--- config.mk ---
export PLATFORM = sky130hd
export DESIGN_NAME = sprite_motion_sched
export DESIGN_NICKNAME = d
export VERILOG_FILES = /design/src/rtl/sprite_pkg.sv /design/src/rtl/sprite_axis_step.sv /design/src/rtl/sprite_motion_sched.sv
export SDC_FILE = /design/constraint.sdc
export NUM_CORES = 1
export LEC_CHECK = 0
export CAP_MARGIN = 20
export CORE_MARGIN = 10
export CORE_UTILIZATION = 30
export DETAILED_ROUTE_END_ITERATION = 10
export GPL_TIMING_DRIVEN = 0
export HOLD_SLACK_MARGIN = 0.06
export SLEW_MARGIN = 20
export SYNTH_ARGS = -nofsm -noshare
export SYNTH_HDL_FRONTEND = slang
export SYNTH_SLANG_ARGS = --single-unit
--- constraint.sdc ---
create_clock -name clk -period 2.8 [get_ports clk]
set_input_delay 0.84 -clock clk [delete_from_list [all_inputs] [get_ports clk]]
set_output_delay 0.84 -clock clk [all_outputs]
set_load 0.1 [all_outputs]
--- src/rtl/sprite_pkg.sv ---
// sprite_pkg: screen/sprite geometry, walk state encoding and sprite entry layout
// shared by the motion scheduler and the renderer.
package sprite_pkg;
   localparam int SCR_W = 640;
   localparam int SCR_H = 480;
   localparam int SPR_W = 100;
   localparam int SPR_H = 134;
   localparam int POS_W = 10;
   localparam int VEL_W = 6;
   localparam logic [POS_W-1:0] LIM_X = POS_W'(SCR_W - SPR_W);
   localparam logic [POS_W-1:0] LIM_Y = POS_W'(SCR_H - SPR_H);
   typedef enum logic [2:0] {S_IDLE, S_LOAD, S_CALC, S_STORE, S_DONE} state_t;
   typedef struct packed {
      logic [POS_W-1:0] x;
      logic [POS_W-1:0] y;
      logic [VEL_W-1:0] vx;
      logic [VEL_W-1:0] vy;
   } spr_t;
   localparam spr_t SPR_RST = '{x: '0, y: '0, vx: VEL_W'(2), vy: VEL_W'(2)};
endpackage

--- src/rtl/sprite_axis_step.sv ---
// sprite_axis_step: one-axis edge bounce; the sum is taken two bits wider so that
// both underflow below 0 and overshoot past LIM are seen without wrapping.
module sprite_axis_step
   import sprite_pkg::*;
(
   input  logic [POS_W-1:0] p,
   input  logic [VEL_W-1:0] v,
   input  logic [POS_W-1:0] lim,
   output logic [POS_W-1:0] p_n,
   output logic [VEL_W-1:0] v_n
);
   logic signed [POS_W+1:0] n;
   logic [VEL_W-1:0] v_neg;
   always_comb begin
      n = $signed({2'b00, p}) + $signed({{(POS_W+2-VEL_W){v[VEL_W-1]}}, v});
      // negating the most-negative velocity saturates instead of wrapping back to itself
      v_neg = (v == {1'b1, {(VEL_W-1){1'b0}}}) ? {1'b0, {(VEL_W-1){1'b1}}} : -v;
      p_n = n[POS_W+1] ? '0 : (n > $signed({2'b00, lim})) ? lim : n[POS_W-1:0];
      v_n = (n[POS_W+1] || n > $signed({2'b00, lim})) ? v_neg : v;
   end
endmodule

--- src/rtl/sprite_motion_sched.sv ---
// sprite_motion_sched: per-frame walk over the sprite table applying the bounce rule,
// with host configuration writes, renderer read port and animation select.
module sprite_motion_sched
   import sprite_pkg::*;
#(
   parameter int NUM_SPR    = 4,
   parameter int IDX_W      = 2,
   parameter int ANIM_SHIFT = 4
) (
   input  logic             clk,
   input  logic             rst,
   input  logic             next_frame,
   input  logic             cfg_we,
   input  logic [IDX_W-1:0] cfg_idx,
   input  logic [POS_W-1:0] cfg_x,
   input  logic [POS_W-1:0] cfg_y,
   input  logic [VEL_W-1:0] cfg_vx,
   input  logic [VEL_W-1:0] cfg_vy,
   input  logic [IDX_W-1:0] rd_idx,
   output logic [POS_W-1:0] rd_x,
   output logic [POS_W-1:0] rd_y,
   output logic             busy,
   output logic             frame_done,
   output logic             anim_sel,
   output logic             overrun
);
   state_t state_q, state_d;
   logic [IDX_W-1:0] idx_q, idx_d;
   spr_t cur_q, cur_d, res_q, res_d, calc;
   spr_t tbl_q [NUM_SPR];
   spr_t tbl_d [NUM_SPR];
   logic sup_q, sup_d, ovr_q, ovr_d, hit;
   logic [ANIM_SHIFT:0] cnt_q, cnt_d;

   sprite_axis_step u_x (.p(cur_q.x), .v(cur_q.vx), .lim(LIM_X), .p_n(calc.x), .v_n(calc.vx));
   sprite_axis_step u_y (.p(cur_q.y), .v(cur_q.vy), .lim(LIM_Y), .p_n(calc.y), .v_n(calc.vy));

   always_ff @(posedge clk or negedge rst) begin
      if (!rst) state_q <= S_IDLE;
      else      state_q <= state_d;
   end

   always_comb begin
      state_d = (state_q == S_IDLE)  ? (next_frame ? S_LOAD : S_IDLE) :
                (state_q == S_LOAD)  ? S_CALC :
                (state_q == S_CALC)  ? S_STORE :
                (state_q == S_STORE) ? ((idx_q == IDX_W'(NUM_SPR-1)) ? S_DONE : S_LOAD) :
                S_IDLE;
   end

   always_comb begin
      busy       = state_q != S_IDLE;
      frame_done = state_q == S_DONE;
      anim_sel   = cnt_q[ANIM_SHIFT];
      overrun    = ovr_q;
      rd_x       = tbl_q[rd_idx].x;
      rd_y       = tbl_q[rd_idx].y;
   end

   always_comb begin
      hit   = cfg_we && (cfg_idx == idx_q);
      idx_d = (state_q == S_STORE) ? idx_q + 1'b1 : (state_q == S_IDLE) ? '0 : idx_q;
      cur_d = (state_q == S_LOAD) ? tbl_q[idx_q] : cur_q;
      res_d = (state_q == S_CALC) ? calc : res_q;
      sup_d = (state_q == S_CALC) ? hit : sup_q;
      cnt_d = (next_frame && state_q == S_IDLE) ? cnt_q + 1'b1 : cnt_q;
      ovr_d = ovr_q || (next_frame && state_q != S_IDLE);
      tbl_d = tbl_q;
      // a host write to the sprite in flight wins over its write-back
      if (state_q == S_STORE && !sup_q && !hit) tbl_d[idx_q] = res_q;
      if (cfg_we) tbl_d[cfg_idx] = '{x: cfg_x, y: cfg_y, vx: cfg_vx, vy: cfg_vy};
   end

   always_ff @(posedge clk or negedge rst) begin
      if (!rst) begin
         idx_q <= '0;
         cur_q <= SPR_RST;
         res_q <= SPR_RST;
         sup_q <= 1'b0;
         cnt_q <= '0;
         ovr_q <= 1'b0;
         for (int i = 0; i < NUM_SPR; i++) tbl_q[i] <= SPR_RST;
      end else begin
         idx_q <= idx_d;
         cur_q <= cur_d;
         res_q <= res_d;
         sup_q <= sup_d;
         cnt_q <= cnt_d;
         ovr_q <= ovr_d;
         tbl_q <= tbl_d;
      end
   end
endmodule

==> flow_summary_export.csv, run 1 <==
group,metric,value,unit
floorplanning,core,37800,um2
yosys,synth_flop_cell,"dfrtp_1",
setup_path,crit_type,"flop to flop",
routing,wl,36200,um
grt,grt_pass1_wl,55600,um
timing,fin_ws,-110,ps
power,leakagePower,6.41,nW
grt,overflow,0,
placement,dp.final_hpwl,24300,um
power,finalPower,19.1,mW
floorplanning,rows,71,
routing,route.detailed.drc,0,
setup_path,end_kind,"flop",
timing,finalHoldViolations,0,
power,ir_drop,0.485,mV
clocking,h-tree-depth,1,
cells_and_area,diodes,0,
setup_path,r2r_start,"cur_q[1]$_DFFE_PN1P_",
placement,place_congestion,0.856,
yosys,synthTopCellsByCount,"192 x dfrtp_1, 130 x mux2i_1, 111 x nand2_1",
placement,io_buffer_count,62,
timing,fin_crit_sh,104,%
floorplanning,start_util,30.5,%
floorplanning,fp.dieH,216,um
cells_and_area,finalNetCount,1242,
clocking,ctsHoldBuffers,0,
yosys,synth.avg_cell_area,10.9,um2
yosys,syn_nets,1130,
setup_path,path_max_fanout,5,
cells_and_area,final_layout_size_suffix_gt1_share,20.9,%
yosys,synthCells,1059,
setup_path,worstPathArrival,3330,ps
cells_and_area,syn_to_final_growth,22.0,%
run_status,outcome,"finished, violations left",
routing,num_vias,9017,
timing,drv_slew,0,
timing,clock_skew,24.0,ps
setup_path,cp.required,3220,ps
clocking,cts_buffers,24,
clocking,clk_latency,530,ps
floorplanning,die_w,216,um
timing,finalCriticalPeriod,2910,ps
yosys,synth.most_common_cell,"dfrtp_1",
clocking,clkTransAtPathRegs,60,ps
timing,clock.fmax,0.344,GHz
clocking,cts_tree,"built",
grt,grt_max_degree,96,
placement,dpl_cell_area,12800,um2
worst_hold_path,worstHoldPathType,"primary input to asynchronous set/reset pin",
setup_path,crit_path_start_kind,"flop",
yosys,synth-seq-cells,204,
yosys,async_flop_share,100,%
grt,track_usage,15.1,%
yosys,synth_top_area_share,41.8,%
setup_path,timing.reg2reg.setup_slack,-110,ps
clocking,root_buffer,"clkbuf_16",
setup_path,ff2ff_path_depth,10,
placement,pre_cts_ws,-1670,ps
grt,antenna_found_initial,0,
yosys,synth_area_leaders,"dfrtp_1 42%, mux2i_1 11%, mux4_2 10%",
setup_path,critPathCapture,"res_q[2]$_DFFE_PN0N_",
clocking,cts_num_sinks,204,
floorplanning,die_area,46600,um2
power,p_per_area,1360,nW/um2
timing,timing.setup.tns,-929,ps
yosys,yosysWarnings,0,
routing,via_per_inst,5.30,
timing,rsz0062_at_grt,"yes",
yosys,synth_edf_count,0,
run_status,violations,"negative setup slack",
routing,drt_iter0_markers,844,
yosys,ys_types,69,
routing,ant_nets,0,
setup_path,crit_path_start,"cur_q[1]$_DFFE_PN1P_",
timing,setup_viol,15,
run,max_cap_viol_count,0,
yosys,synth_top_cell_by_area,"dfrtp_1",
grt,grt_pass1_vias,9220,
cells_and_area,final_area,14000,um2
setup_path,r2r_end,"res_q[2]$_DFFE_PN0N_",
clocking,clock_path_buffers,3,
yosys,syn_area,11500,um2
yosys,ys_seq_area_share,44.5,%
floorplanning,pin_count,64,
routing,routedWlPerCell,21.3,um
timing,worstMarginPinSlew,961,ps
routing,dr.pass1.iters,5,
timing,max_slew_margin,35.9,%
[flip-flops by register name (all words and copies together) (netlist names)]
| name | count |
|---|---|
| tbl_q | 128 |
| idx_q | 2 |
| cnt_q | 5 |
| sup_q | 1 |
| overrun | 1 |
| cur_q | 32 |
| state_q | 3 |
| res_q | 32 |
[worst min path at each step]
stage          depth (start not counted)               from                  end  slack [ps]
5_1_grt                                1                rst  tbl_q[40]$_DFF_PN0_         140
2_1_floorplan                          2  sup_q$_DFFE_PN0N_    sup_q$_DFFE_PN0N_         440
6_report                               1                rst  tbl_q[40]$_DFF_PN0_         140
3_3_place_gp                           1  overrun$_DFF_PN0_    overrun$_DFF_PN0_         440
3_5_place_dp                           1  overrun$_DFF_PN0_    overrun$_DFF_PN0_         440
4_1_cts                                1                rst  tbl_q[40]$_DFF_PN0_         140
[cell families after synthesis]
logic type / share of synthesized area [%]
AND/OR/NAND/NOR: 10.1
AO/OA/AOI/OAI: 13.3
multiplexers: 23.9
flip-flops: 44.5
buffers and inverters: 3.14
adder cells (fa/ha/maj): 3.50
XOR/XNOR: 1.52
[cell usage in the layout, fill, tap and decap left out, types with 6 or more instances in the layout]
cell	netlist	final
a21oi_2	5	7
nand2b_1	11	9
o31ai_1	6	6
buf_4	0	23
buf_6	1	8
mux2_2	25	25
dfrtp_1	192	190
buf_2	12	14
clkbuf_16	0	25
a22o_1	11	11
o21ai_0	81	81
inv_1	24	21
clkdlybuf4s50_1	0	36
mux2i_1	130	129
nor2_1	90	90
clkbuf_4	0	14
dfstp_2	12	12
nor3_1	6	6
o21ai_1	6	6
xnor2_1	12	11
a21o_1	7	7
nand2_1	111	110
and2_1	8	7
ha_1	29	24
clkbuf_1	44	49
a21oi_1	85	80
mux4_2	52	52
[layer usage]
metal  share of wire [%]  routed length [um]  global-route usage [%]  up-vias
met4                 2.1                 754                    4.04        0
met3                 6.2                2250                    2.70       63
met5                   0                   0                       0        -
met1                  45               16100                    20.3     4567
li1                    -                   -                       -     4080
met2                  47               17000                    24.6      307
[area by class of cell]
type                       instances  area [um2]
buffer                            66         339
clock buffer                      39         708
clock inverter                     5        58.8
fill                            3716       23700
inverter                          24        90.1
multi-input combinational        766        6270
sequential                       204        5120
tap                              511         639
timing repair buffer              85         812
[stage by stage]
stage | instances | hold WS (ps) | utilization, %
3_5_place_dp | 1634 | 444 | 34.0
6_report | 1700 | 142 | 37.2
5_1_grt | 1700 | 139 | 37.2
2_1_floorplan | 1059 | 443 | -
3_3_place_gp | 1632 | 437 | 33.8
4_1_cts | 1693 | 142 | 36.6
[worst max-delay path: stages (launching register included)]
cell	delay (ps)
dfstp_2	540
inv_2	50
fa_2	380
nand2b_4	150
a211o_1	270
a311o_1	360
a21oi_2	210
mux2i_2	270
o221ai_2	190
and3b_1	230
o31ai_1	180
[power by group]
group	total, mW	internal [mW]	leakage, nW	switching [mW]
clock network	3.11	1.82	0.365	1.29
registers	5.49	4.33	2.43	1.16
logic	10.5	4.44	3.62	6.07
total	19.1	10.6	6.41	8.52
[what timing repair did]
item	CTS	global route
setup buffers	12	7
cloned	3	0
pin swaps	20	22
endpoints found under the setup margin	148	115
gates resized for setup	173	43
(Power assumes the default switching activity.)
==> inputs of run 2 (changes only) <==
--- a/config.mk
+++ b/config.mk
@@ -5,6 +5,7 @@
 export SDC_FILE = /design/constraint.sdc
 export NUM_CORES = 1
 export LEC_CHECK = 0
+export ABC_AREA = 1
 export CAP_MARGIN = 20
 export CORE_MARGIN = 10
 export CORE_UTILIZATION = 30
==> run 2 against run 1 <==
Net effect: the flow now finishes without violations; combinational power rose by 6%; die area up 7.5%; global-route usage increased by 3.4 points; final area increased by 9.0%; sequential share of layout area decreased by 3.0 points; non-clock buffer count is 21 higher; sequential cell count unchanged; register-to-register slack improved by 220 ps; maximum frequency is 5.4% higher.
==> flow_summary_export.csv, run 2 <==
group,metric,value,unit
yosys,synth_top_area_share,38.6,%
routing,routedWlPerCell,20.8,um
timing,hold_slack,142,ps
grt,grt_pass1_vias,12554,
yosys,syn_nets,1760,
clocking,root_buffer,"clkbuf_16",
routing,wl,48600,um
floorplanning,fp.dieH,224,um
routing,dr.pass1.iters,6,
timing,worstMarginPinSlew,1010,ps
cells_and_area,final_layout_size_suffix_gt1_share,11.7,%
power,finalPower,20.1,mW
timing,fin_ws,40.6,ps
grt,grt_max_degree,92,
clocking,clkTransAtPathRegs,60,ps
clocking,ctsHoldBuffers,0,
clocking,h-tree-depth,1,
floorplanning,pin_count,64,
yosys,synthCells,1689,
yosys,synth.most_common_cell,"inv_1",
setup_path,end_kind,"output pin",
routing,ant_nets,0,
power,p_int,10.2,mW
cells_and_area,largestRegisters,"tbl_q (128), cur_q (32), res_q (32)",
routing,drt_iter0_markers,1603,
floorplanning,rows,74,
yosys,synth.avg_cell_area,7.38,um2
placement,pre_cts_ws,-1570,ps
power,leakagePower,7.09,nW
placement,dp.final_hpwl,33800,um
floorplanning,die_w,224,um
floorplanning,start_util,30.5,%
placement,place_congestion,0.970,
power,power.share.switching,49.2,%
power,ir_drop,0.515,mV
yosys,synth_area_leaders,"dfrtp_1 39%, inv_1 9.4%, nand2_1 8.6%",
cells_and_area,finalNetCount,1855,
power,power_frac_comb,55.5,%
timing,timing.setup.tns,0,ps
run_status,outcome,"finished, final reports clean",
cells_and_area,fill_cells,4273,
timing,clock_skew,33.1,ps
timing,setup_viol,0,
yosys,synthTopCellsByCount,"311 x inv_1, 287 x nand2_1, 202 x a21oi_1",
setup_path,crit_type,"primary input to output pin",
setup_path,path_max_fanout,7,
floorplanning,core,40900,um2
cells_and_area,final_area,15300,um2
clocking,cts_tree,"built",
cells_and_area,syn_to_final_growth,22.8,%
clocking,clock_path_buffers,3,
cells_and_area,final_common_cell,"inv_1",
cells_and_area,largest_reg_flops,128,
grt,track_usage,18.6,%
power,net-switching-power,9.87,mW
timing,drv_slew,0,
clocking,cts_buffers,25,
cells_and_area,top_register,"tbl_q",
routing,via_per_inst,5.49,
yosys,synth_flop_cell,"dfrtp_1",
setup_path,ff2ff_path_depth,16,
yosys,synth_top_cell_by_area,"dfrtp_1",
cells_and_area,seq_area,5120,um2
placement,dpl_cell_area,14000,um2
grt,overflow,0,
worst_hold_path,worstHoldPathType,"primary input to asynchronous set/reset pin",
power,p_per_area,1310,nW/um2
power,seq_power_share,27.4,%
placement,io_buffer_count,62,
cells_and_area,multi_input_area,6010,um2
yosys,synth_edf_count,0,
setup_path,worstPathArrival,1920,ps
setup_path,crit_path_start_kind,"primary input",
yosys,ys_seq_area_share,41.1,%
routing,route.detailed.drc,0,
routing,num_vias,12818,
floorplanning,die_area,50100,um2
clocking,cts_num_sinks,204,
setup_path,timing.reg2reg.setup_slack,110,ps
setup_path,r2r_end,"res_q[22]$_DFFE_PN0N_",
cells_and_area,diodes,0,
timing,rsz0062_at_grt,"yes",
setup_path,cp.required,1960,ps
yosys,syn_area,12500,um2
grt,grt_pass1_wl,73700,um
yosys,synth-seq-cells,204,
clocking,clk_latency,550,ps
grt,antenna_found_initial,0,
timing,fin_crit_sh,98.5,%
cells_and_area,layout_common_cells,"309 x inv_1, 285 x nand2_1, 189 x dfrtp_1",
yosys,ys_types,42,
timing,finalHoldViolations,0,
setup_path,r2r_start,"cur_q[7]$_DFFE_PN1P_",
yosys,yosysWarnings,0,
run,max_cap_viol_count,0,
yosys,async_flop_share,100,%
timing,max_slew_margin,32.9,%
timing,clock.fmax,0.362,GHz
timing,finalCriticalPeriod,2760,ps
power,power_frac_clock,17.1,%
run 2: changes by cell type in the layout (fill, tap and decap cells not counted), sizes merged, moves of 16 or more:
| cell | change |
|---|---|
| o211ai | +99 |
| inv | +292 |
| nand3 | +36 |
| nor2 | -19 |
| nand2 | +184 |
| mux2i | -130 |
| clkbuf | +16 |
| mux2 | -25 |
| mux4 | -52 |
| o21ai | +88 |
| a31oi | +57 |
| o22ai | +36 |
| a21oi | +113 |
run 2: power by group through the flow:
stage / clock (mW) / combinational (mW) / sequential, mW
6_report: 3.42 / 11.1 / 5.50
5_1_grt: 3.60 / 12.3 / 5.64
4_1_cts: 3.45 / 10.7 / 5.46
3_5_place_dp: 0 / 10.4 / 5.48
3_3_place_gp: 0 / 10.3 / 5.45
2_1_floorplan: 0 / 7.80 / 5.07
run 2: logic make-up after synthesis:
group	synth area share, %
fa+ha+maj	3.23
compound gates	26.7
buf+inv	13.2
xor+xnor	0.632
flops	41.1
simple gates	15.1
run 2: metrics by stage:
step	std cells	utilization, %
floorplan	1689	-
global placement	2283	34.1
detailed placement	2285	34.3
CTS	2333	37.2
global route	2335	37.4
finish	2335	37.4
run 2: critical path, stage by stage:
cell and delay (ps):
clkdlybuf4s15_1 200, inv_4 140, clkbuf_4 220, o21ai_0 120
a21oi_2 180, a21oi_4 40, buf_6 180
run 2: worst max path at each step:
stage | start | endpoint | slack [ps] | cells past startpoint
after global routing | cur_q[0]$_DFFE_PN0P_ | res_q[20]$_DFFE_PN0N_ | -30 | 15
after detailed placement | rd_idx[0] | rd_y[0] | -1570 | 6
after floorplan | rd_idx[0] | rd_x[9] | -230 | 4
after global placement | rst | overrun$_DFF_PN0_ | -8060 | 1
after CTS | rd_idx[0] | rd_x[2] | 2 | 7
final | rd_idx[1] | rd_x[0] | 40 | 7
run 2: timing repair:
action                                  CTS  global route
endpoints found under the setup margin   63            65
pin swaps                                 1             1
resized for setup                       241            28
gates cloned                              2             2
setup buffers                             0             0
endpoints found under the hold margin     0             0
run 2: cell type report:
class	instances	share of cell area (%)
Multi-Input combinational cell	1065	39.3
Sequential cell	204	33.5
Inverter	316	7.80
Timing Repair Buffer	68	5.58
Clock buffer	38	5.06
Tap cell	532	4.35
Buffer	104	3.82
Clock inverter	8	0.630
run 2: metal layers:
| metal | routed length (um) | up-vias | track usage, % |
|---|---|---|---|
| li1 | - | 5812 | - |
| met1 | 19300 | 6124 | 23.4 |
| met2 | 22400 | 730 | 30.3 |
| met3 | 4650 | 152 | 3.39 |
| met4 | 2230 | 0 | 8.44 |
| met5 | 0 | - | 0 |
==> inputs of run 3 (changes only) <==
--- a/config.mk
+++ b/config.mk
@@ -10,6 +10,7 @@
 export CORE_MARGIN = 10
 export CORE_UTILIZATION = 30
 export DETAILED_ROUTE_END_ITERATION = 10
+export DONT_BUFFER_PORTS = 1
 export GPL_TIMING_DRIVEN = 0
 export HOLD_SLACK_MARGIN = 0.06
 export SLEW_MARGIN = 20
==> run 3 against run 2 <==
Net effect: final area is 6.6% lower; largest power group unchanged; wire length is 1.0% lower; final cell count is 2.8% lower; worst hold slack worse by 140 ps; first-iteration DRC count is 11% lower; worst setup slack worse by 6.2 ps; sequential share of layout area is 2.4 points higher; the run now ends with negative hold slack left; clock skew is 9.9 ps lower; critical path type unchanged; critical endpoint is now rd_y[0].
==> flow_summary_export.csv, run 3 (synthesis results as in run 2) <==
group,metric,value,unit
run_status,outcome,"finished, violations left",
run_status,violations,"negative hold slack",
placement,dp.final_hpwl,33200,um
cells_and_area,final_util,34.9,%
clocking,cts_tree,"built",
setup_path,cp.required,1960,ps
cells_and_area,layout_common_cells,"310 x inv_1, 287 x nand2_1, 189 x dfrtp_1",
clocking,root_buffer,"clkbuf_16",
timing,clock.fmax,0.362,GHz
clocking,cts_num_sinks,204,
setup_path,cp_num_buf_inv,2,
cells_and_area,top_register,"tbl_q",
cells_and_area,final_common_cell,"inv_1",
grt,grt_pass1_vias,12090,
cells_and_area,multi_input_area,5970,um2
cells_and_area,finalNetCount,1790,
floorplanning,start_util,30.5,%
floorplanning,pin_count,64,
timing,drv_slew,0,
clocking,clock_path_buffers,3,
routing,ant_nets,0,
setup_path,crit_slowest_cell,"a21oi_4",
grt,overflow,0,
placement,place_congestion,0.964,
grt,antenna_found_initial,0,
cells_and_area,fill_cells,4318,
setup_path,end_kind,"output pin",
placement,io_buffer_count,0,
setup_path,max_stage_delay,620,ps
clocking,cts_buffers,25,
timing,rsz0062_at_grt,"no",
cells_and_area,diodes,0,
worst_hold_path,worstHoldPathType,"primary input to asynchronous set/reset pin",
setup_path,cp_top_family,"compound AO/OA/AOI/OAI gates",
timing,setup_viol,0,
routing,route.detailed.drc,0,
floorplanning,rows,74,
run,max_cap_viol_count,0,
power,ir_drop,0.665,mV
setup_path,crit_path_start_kind,"primary input",
power,leakagePower,6.66,nW
cells_and_area,seq_area,5120,um2
timing,finalCriticalPeriod,2770,ps
timing,worstMarginPinSlew,1050,ps
clocking,clk_latency,550,ps
routing,drt_iter0_markers,1432,
routing,routedWlPerCell,21.2,um
routing,dr.pass1.iters,6,
routing,wl,48100,um
timing,clock_skew,23.2,ps
power,p_per_area,1340,nW/um2
setup_path,cp_cell_sequence,"clkinv_4, clkbuf_4, a21oi_1, a21oi_4",
cells_and_area,largest_reg_flops,128,
floorplanning,die_w,224,um
routing,via_per_inst,5.48,
timing,finalHoldViolations,2,
floorplanning,die_area,50100,um2
routing,num_vias,12438,
timing,max_slew_margin,29.6,%
setup_path,crit_type,"primary input to output pin",
cells_and_area,largestRegisters,"tbl_q (128), cur_q (32), res_q (32)",
cells_and_area,final_layout_size_suffix_gt1_share,9.21,%
timing,fin_crit_sh,98.8,%
grt,grt_max_degree,205,
grt,grt_pass1_wl,72800,um
grt,track_usage,18.5,%
cells_and_area,syn_to_final_growth,14.7,%
setup_path,path_max_fanout,10,
clocking,h-tree-depth,1,
floorplanning,core,40900,um2
floorplanning,fp.dieH,224,um
clocking,clkTransAtPathRegs,60,ps
timing,hold_slack,-1.67,ps
setup_path,worstPathArrival,1930,ps
## run 3: cell count changes in the layout (fill, tap and decap cells not counted), sizes merged
cell	before	now
buf	59	41
bufinv	2	1
clkbuf	112	104
clkdlybuf4s15	2	0
clkdlybuf4s50	35	0
clkinvlp	1	0
dlygate4sd2	2	0
inv	316	317
## run 3: per-stage QoR
step / total power, mW / std cells / TNS [ps] / setup slack [ps] / instance area [um2]
floorplan: 12.9 / 1689 / -227 / -227 / 12700
CTS: 18.8 / 2267 / 0 / 4.43 / 14200
global route: 20.6 / 2269 / 0 / 2.22 / 14300
global placement: 15.4 / 2221 / -6990 / -684 / 13400
detailed placement: 15.6 / 2221 / -6800 / -388 / 13400
finish: 19.1 / 2269 / 0 / 34.4 / 14300
## run 3: repair_timing
action                                  4_1_cts  5_1_grt
endpoints found under the setup margin       48       46
gates resized for setup                      36       29
pin swaps                                     7        4
hold endpoints to repair                    192      192
gates cloned                                  1        0
buffers inserted                              0        2
## run 3: per-layer routing
layer | GRT usage (%) | share of wire (%) | vias to the layer above
met1 | 23.8 | 41 | 5981
met3 | 4.52 | 9.7 | 108
met4 | 7.02 | 3.7 | 0
met2 | 29.3 | 45 | 677
li1 | - | - | 5672
met5 | 0 | 0 | -
## run 3: layout make-up
type | count | share of cell area (%)
Clock buffer | 38 | 5.00
Tap cell | 532 | 4.66
Sequential cell | 204 | 35.8
Buffer | 104 | 3.73
Multi-Input combinational cell | 1065 | 41.8
Timing Repair Buffer | 3 | 0.201
Clock inverter | 7 | 0.473
Inverter | 316 | 8.33
## run 3: final timing paths
check | slack, ps | end | cells after the start | startpoint
hold reg to reg | 490 | cnt_q[3]$_DFFE_PN0P_ | 1 | cnt_q[3]$_DFFE_PN0P_
max in group asynchronous | 2410 | tbl_q[7]$_DFF_PN1_ | 0 | rst
setup reg to reg | 140 | res_q[27]$_DFFE_PN0N_ | 16 | cur_q[7]$_DFFE_PN1P_
min in group clk | 410 | tbl_q[44]$_DFF_PN0_ | 2 | cfg_y[0]
setup / recovery | 30 | rd_y[0] | 4 | rd_idx[0]
hold / removal | -2 | tbl_q[121]$_DFF_PN0_ | 0 | rst
## run 3: where the power goes
| part | leakage, nW | switching [mW] | internal (mW) |
|---|---|---|---|
| clock | 0.386 | 1.34 | 1.85 |
| sequential | 2.39 | 1.15 | 4.36 |
| combinational | 3.89 | 7.09 | 3.34 |
## run 3: worst register-to-register path: stages (launching register included)
cell and delay (ps):
dfstp_2 600, inv_2 100, fa_1 440, inv_1 130, nand3_1 100, nand2_1 110
nand3_1 100, nand2_1 100, nand2_1 50, nand2_1 80, nand3_1 90, nand2_1 110
buf_6 160, nand3_2 130, inv_2 130, nand2_1 90, o21ai_1 80
